### config.mk
export PLATFORM = sky130hd
export DESIGN_NAME = key_conditioner
export DESIGN_NICKNAME = d
export VERILOG_FILES = /design/src/rtl/key_conditioner.sv
export SDC_FILE = /design/constraint.sdc
export NUM_CORES = 1
export LEC_CHECK = 0
export CORE_ASPECT_RATIO = 1.75
export CORE_UTILIZATION = 50
export CTS_CLUSTER_DIAMETER = 80
export DETAILED_ROUTE_END_ITERATION = 10
export PLACE_DENSITY = 0.75
export SLEW_MARGIN = 40
export SYNTH_ARGS = -nofsm -noshare
export SYNTH_HDL_FRONTEND = slang
export SYNTH_SLANG_ARGS = --single-unit
### constraint.sdc
create_clock -name HCLK -period 2.1 [get_ports HCLK]
set_input_delay 0.315 -clock HCLK [delete_from_list [all_inputs] [get_ports HCLK]]
set_output_delay 0.315 -clock HCLK [all_outputs]
set_load 0.01 [all_outputs]
### src/rtl/key_conditioner.sv
// Conditions N asynchronous board inputs: synchronise, fix polarity, debounce on a shared tick,
// and report level, edge pulses, optional auto-repeat presses, sticky flags and a masked IRQ.
module key_conditioner #(
  parameter int             N              = 3,
  parameter logic [N-1:0]   INVERT         = '1,
  parameter int             PRESCALE       = 500,
  parameter int             DEBOUNCE_TICKS = 4,
  parameter int             REPEAT_EN      = 0,
  parameter int             REPEAT_DELAY   = 50,
  parameter int             REPEAT_PERIOD  = 10
) (
  input  logic         HCLK,
  input  logic         HRESETn,
  input  logic [N-1:0] raw_in,
  input  logic [N-1:0] clr,
  input  logic [N-1:0] irq_en,
  output logic [N-1:0] level,
  output logic [N-1:0] rise,
  output logic [N-1:0] fall,
  output logic [N-1:0] press,
  output logic [N-1:0] sticky,
  output logic         irq
);

  localparam int PW     = $clog2(PRESCALE) + 1;
  localparam int DW     = $clog2(DEBOUNCE_TICKS) + 1;
  localparam int HW     = $clog2(REPEAT_DELAY) + 1;
  // A period longer than the delay falls back to reloading from zero.
  localparam int RELOAD = (REPEAT_PERIOD >= REPEAT_DELAY) ? 0 : REPEAT_DELAY - REPEAT_PERIOD;

  logic [N-1:0]  sync1, sync2, sample;
  logic [PW-1:0] pcnt;
  logic          tick;

  // NOTE: sync flops reset to INVERT so the logical sample reads 0 straight out of reset;
  // every sequential assignment uses <= so all flops update from pre-edge values.
  always_ff @(posedge HCLK or negedge HRESETn) begin
    if (!HRESETn) begin
      sync1 <= INVERT;
      sync2 <= INVERT;
    end else begin
      sync1 <= raw_in;
      sync2 <= sync1;
    end
  end

  assign sample = sync2 ^ INVERT;
  assign tick   = (pcnt == PW'(PRESCALE - 1));

  always_ff @(posedge HCLK or negedge HRESETn) begin
    if (!HRESETn) pcnt <= '0;
    else          pcnt <= tick ? '0 : pcnt + PW'(1);
  end

  for (genvar i = 0; i < N; i++) begin : g_ch
    logic [DW-1:0] dcnt;
    logic [HW-1:0] hcnt;
    logic          level_q, rise_q, fall_q, press_q;
    logic          commit, rep;

    // commit: this tick completes the required run of differing samples
    assign commit = tick && (sample[i] != level_q) && (dcnt == DW'(DEBOUNCE_TICKS - 1));
    assign rep    = (REPEAT_EN != 0) && level_q && tick && !commit &&
                    (hcnt == HW'(REPEAT_DELAY - 1));

    always_ff @(posedge HCLK or negedge HRESETn) begin
      if (!HRESETn) begin
        dcnt    <= '0;
        hcnt    <= '0;
        level_q <= 1'b0;
        rise_q  <= 1'b0;
        fall_q  <= 1'b0;
        press_q <= 1'b0;
      end else begin
        rise_q  <= commit &  sample[i];
        fall_q  <= commit & ~sample[i];
        press_q <= (commit & sample[i]) | rep;

        if (sample[i] == level_q) dcnt <= '0;
        else if (tick)            dcnt <= commit ? '0 : dcnt + DW'(1);

        if (commit) level_q <= sample[i];

        if (!level_q || commit) hcnt <= '0;
        else if (tick)          hcnt <= rep ? HW'(RELOAD) : hcnt + HW'(1);
      end
    end

    assign level[i] = level_q;
    assign rise[i]  = rise_q;
    assign fall[i]  = fall_q;
    assign press[i] = press_q;
  end

  // A press arriving with a clear wins, so no event is lost.
  always_ff @(posedge HCLK or negedge HRESETn) begin
    if (!HRESETn) sticky <= '0;
    else          sticky <= (sticky & ~clr) | press;
  end

  assign irq = |(sticky & irq_en);

endmodule

=== Yosys cells after proc, flatten, opt, wreduce, memory -nomap -nowiden ===
Cells that the tools add are included.

* Add/sub/neg operators: 4
* Mux-type cells: 10
* Reduce and logical (&&, ||, !) cells: 10
* Equality and inequality tests: 10
* Bitwise operators: 14

{| class="wikitable"
|+ Operators with widths
! kind !! count
|-
| 2-to-1 mux 3 bit || 9
|-
| adder 10 x 1 -> 10 bit, second input constant || 1
|-
| == test 10 x 9 -> 1 bit, second input constant || 1
|-
| 2-to-1 mux 10 bit || 1
|-
| adder 3 x 1 -> 3 bit, second input constant || 3
|-
| == test 3 x 2 -> 1 bit, second input constant || 3
|-
| bitwise AND 1 bit || 6
|-
| bitwise AND 3 bit || 2
|-
| logical AND 1 bit || 6
|-
| inverter 3 bit || 2
|-
| nonzero test 2 bit || 3
|-
| == test 1 bit || 3
|-
| inequality test 1 bit || 3
|-
| inverter 1 bit || 3
|-
| bitwise OR 3 bit || 1
|-
| OR reduction 3 bit || 1
|}

* Output and inout bits: 16
* Flip-flop bits (word level): 37

=== Logic depth before layout (Yosys ltp) ===
* Depth after elaboration: 7
* Mapped depth: 7
* Mapped depth without buffers: 4

=== Least setup slack after synthesis ===
No wires, ideal clock.

* Path kind: reg-to-reg
* Start: register pcnt[0]
* End: register pcnt[1]
* Arrival: 1549 ps
* Stages on the path, launching flop included: 8
* Setup slack: 432 ps
* Library setup time: 119 ps
* Buffers on the path: 3
* Cells stage by stage: dfrtp_1 > ha_1 > nand4bb_1 > buf_2 > or3_1 > buf_6 > buf_6 > and2_1

* Cells in the longest elaborated chain, start to end: 2
* Elaborated cells between the ends (all ways): 3
* Classes of those cells: add/sub (1); eq/ne (1); mux (1)

{| class="wikitable"
|+ Ends and longest elaborated chain
! element !! RTL line !! text
|-
| start: declaration || 32 || <nowiki>logic [PW-1:0] pcnt;</nowiki>
|-
| start signal: assignment || 52 || <nowiki>else pcnt <= tick ? '0 : pcnt + PW'(1);</nowiki>
|-
| adder 10 x 1 -> 10 bit / == test 10 x 9 -> 1 bit (equally long branches) || 52, 48 ||
|-
| 2-to-1 mux 10 bit * || 52 ||
|}

Every way passes the cells marked *; elsewhere a longest branch is shown, timed or not.
A chain may end at the register's enable or synchronous reset.

=== Final worst setup path ===
* Start: input port irq_en[0]
* End: output port irq

* Cells in the longest elaborated chain, start to end: 2

{| class="wikitable"
|+ Ends and longest elaborated chain
! element !! RTL line !! text
|-
| start: declaration || 16 || <nowiki>input logic [N-1:0] irq_en,</nowiki>
|-
| bitwise AND 3 bit || 101 || <nowiki>assign irq = |(sticky & irq_en);</nowiki>
|-
| OR reduction 3 bit || 101 ||
|-
| end: declaration || 22 || <nowiki>output logic irq</nowiki>
|}

No other way between the ends.

==> results.py <==
metrics = {
    "outcome": {
        "status": "finished clean",
    },
    "min_path": {
        "min_from": "sync1[0]",
        "hold_path_class": "flop to flop",
    },
    "worst_setup_path": {
        "cp-endpoint": "irq",
        "endpoint_kind": "output pin",
        "r2r_setup_slack_ps": 240,
        "ff2ff_path_depth": 4,
        "required_ps": 1780,
        "arrival_ps": 1580,
        "rr_startpoint": "pcnt[0]",
        "critPathLaunch": "irq_en[0]",
        "crit_type": "input pin to output pin",
        "startpoint_type": "input pin",
        "worstPathMaxFanout": 1,
        "timing.rr.end": "g_ch[1].level_q",
    },
    "floorplan": {
        "io_pins": 27,
        "num_rows": 27,
        "die_area_um2": 3590,
        "initial_core_util_pct": 52.6,
        "die_h_um": 78.5,
        "die_w_um": 45.7,
        "core_um2": 3180,
    },
    "timing": {
        "clock_skew_ps": 4.40,
        "finalSetupViolCount": 0,
        "grt_setup_unrepaired": "no",
        "maxSlewViolCount": 0,
        "fin_crit_ps": 1900,
        "fmax_mhz": 527,
        "whs_ps": 355,
        "slew_headroom_pct": 51.1,
        "fin_tns_setup_ps": 0,
        "tightestPinTransition_ps": 734,
        "hold_viol": 0,
        "final.period_utilization_pct": 90.3,
    },
    "placement": {
        "place_area_um2": 1890,
        "place.gp.congestion": 0.826,
        "place_hpwl_mm": 2.17,
        "portBuffers": 26,
    },
    "global_route": {
        "grt.overflow.total": 0,
        "grt_pass1_wl_mm": 4.82,
        "grt_start_max_net_pins": 38,
        "grt_pass1_vias": 1198,
        "antenna_found_initial": 0,
        "track_usage_pct": 18.3,
    },
    "cells_and_area": {
        "layout-drive-gt1-share_pct": 11.2,
        "antenna_cells": 0,
        "final_common_cell": "dfrtp_1",
        "design_area_um2": 1970,
        "nNetsFinal": 183,
        "final_cell_mix": "31 x dfrtp_1, 26 x clkdlybuf4s50_1, 15 x nand2_1, 8 x nand3_1, 7 x inv_1",
        "syn2layout_area_growth_pct": 18.1,
        "fin_util_pct": 62.2,
    },
    "clock_network": {
        "ctsResizeCount": 0,
        "clockBufferDepth": 2,
        "cts_buffers": 5,
        "hold_buffers": 0,
        "clk_pin_slew_ps": 60,
        "cts-htree-levels": 2,
        "cts_tree": "done",
        "cts_num_sinks": 37,
        "insertion_delay_ps": 280,
        "postCtsSetupRepairBufs": 0,
        "root_buffer": "clkbuf_8",
    },
    "route": {
        "first_pass_iters": 4,
        "drtAntennaViolNets": 0,
        "dr.first_iter.drc_count": 29,
        "viasPerCell": 5.35,
        "wire_per_inst_um": 13.7,
        "vias": 1134,
        "drc_errors": 0,
        "wl_mm": 2.91,
    },
    "synth": {
        "netlist.top_cell.by_area": "dfrtp_1",
        "netlist_instances": 147,
        "synth-seq-cells": 37,
        "synthDistinctLibCells": 34,
        "synth_area_per_cell_um2": 11.4,
        "seq_area_frac_synth_pct": 55.8,
        "mappedNetlistNets": 162,
        "synth_area_um2": 1670,
        "ys_top_cells_by_area": "dfrtp_1 46%, dfstp_2 9.4%, buf_4 5.4%",
        "yosysWarnings": 0,
        "yosys.area.top_type_share_pct": 46.4,
    },
    "pwr": {
        "finalPower_mw": 1.23,
        "p_per_area_nw_per_um2": 622,
        "ir_worst_vdd_v": 0.000642,
        "p_leak_nw": 0.940,
    },
    "run": {
        "cap_violations": 0,
    },
}
## cell usage after synthesis
library cell	number
a21o_1	3
buf_6	2
nor3_1	2
dfstp_2	6
and3_1	1
buf_2	1
a222oi_1	1
nand2b_1	3
buf_4	12
nand3b_1	3
dfrtp_1	31
o31ai_1	3
xor2_1	1
nand3_1	8
nand2_1	15
inv_1	7
nand4_2	1
ha_1	4
a21oi_1	4
o211ai_1	1
xnor2_1	6
o311ai_0	1
a21boi_0	1
nor4_1	3
and2_1	1
nor3_2	3
mux2i_1	6
or3_1	4
nand4bb_1	1
o41ai_1	3
nor2_1	4
o21ai_0	3
nand4_1	1
clkbuf_1	1
## worst min-delay path by stage
stage / end / slack [ps] / cells past startpoint
floorplan: g_ch[0].dcnt[0] / 20 / 0
global placement: sync2[2] / 350 / 0
detailed placement: sync2[0] / 350 / 0
CTS: sync2[0] / 360 / 0
global route: sync2[2] / 360 / 0
finish: sync2[0] / 360 / 0
## metrics by stage
| step | setup slack, ps | cells |
|---|---|---|
| global route | 101 | 212 |
| global placement | 226 | 204 |
| floorplan | 432 | 147 |
| CTS | 200 | 212 |
| detailed placement | 203 | 204 |
| finish | 203 | 212 |
## cell families (layout without fill, tap and decap cells)
| logic type | count (synthesis) | count (layout) | share of synthesized area, % |
|---|---|---|---|
| buffers and inverters | 23 | 45 | 8.83 |
| XOR/XNOR | 7 | 7 | 3.67 |
| adder cells (fa/ha/maj) | 4 | 4 | 2.99 |
| AND/OR/NAND/NOR | 50 | 50 | 16.7 |
| AO/OA/AOI/OAI | 20 | 20 | 8.38 |
| multiplexers | 6 | 6 | 3.59 |
| flip-flops | 37 | 37 | 55.8 |
## power by group
part	internal, mW	total (mW)	switching (mW)
clock network	0.235	0.460	0.225
registers	0.723	0.728	0.00430
logic	0.0208	0.0413	0.0205
total	0.980	1.23	0.249
## state kept, by name, summed over array words and instances (netlist names)
| name | flops |
|---|---|
| pcnt | 10 |
| sync2 | 3 |
| g_ch.dcnt | 9 |
| g_ch.press_q | 2 |
| g_ch.rise_q | 1 |
| sync1 | 3 |
| sticky | 3 |
| g_ch.fall_q | 3 |
| g_ch.level_q | 3 |
## worst max-delay path, stage by stage
cell             delay [ps]
clkdlybuf4s50_1         410
a222oi_1                320
inv_1                    60
clkdlybuf4s50_1         480
## layer usage
layer / routed length (µm) / track usage, %
met1: 1120 / 19.5
met2: 1600 / 32.7
met3: 155 / 5.52
met4: 31 / 5.59
met5: 0 / 0
## cell type report
cell class,instances,area (µm²)
Tap cell,43,53.8
Fill cell,280,1200
Sequential cell,37,933
Inverter,7,26.3
Multi-Input combinational cell,87,591
Clock buffer,8,80.1
Timing Repair Buffer,30,290
Power figures use the tool's default switching activity.
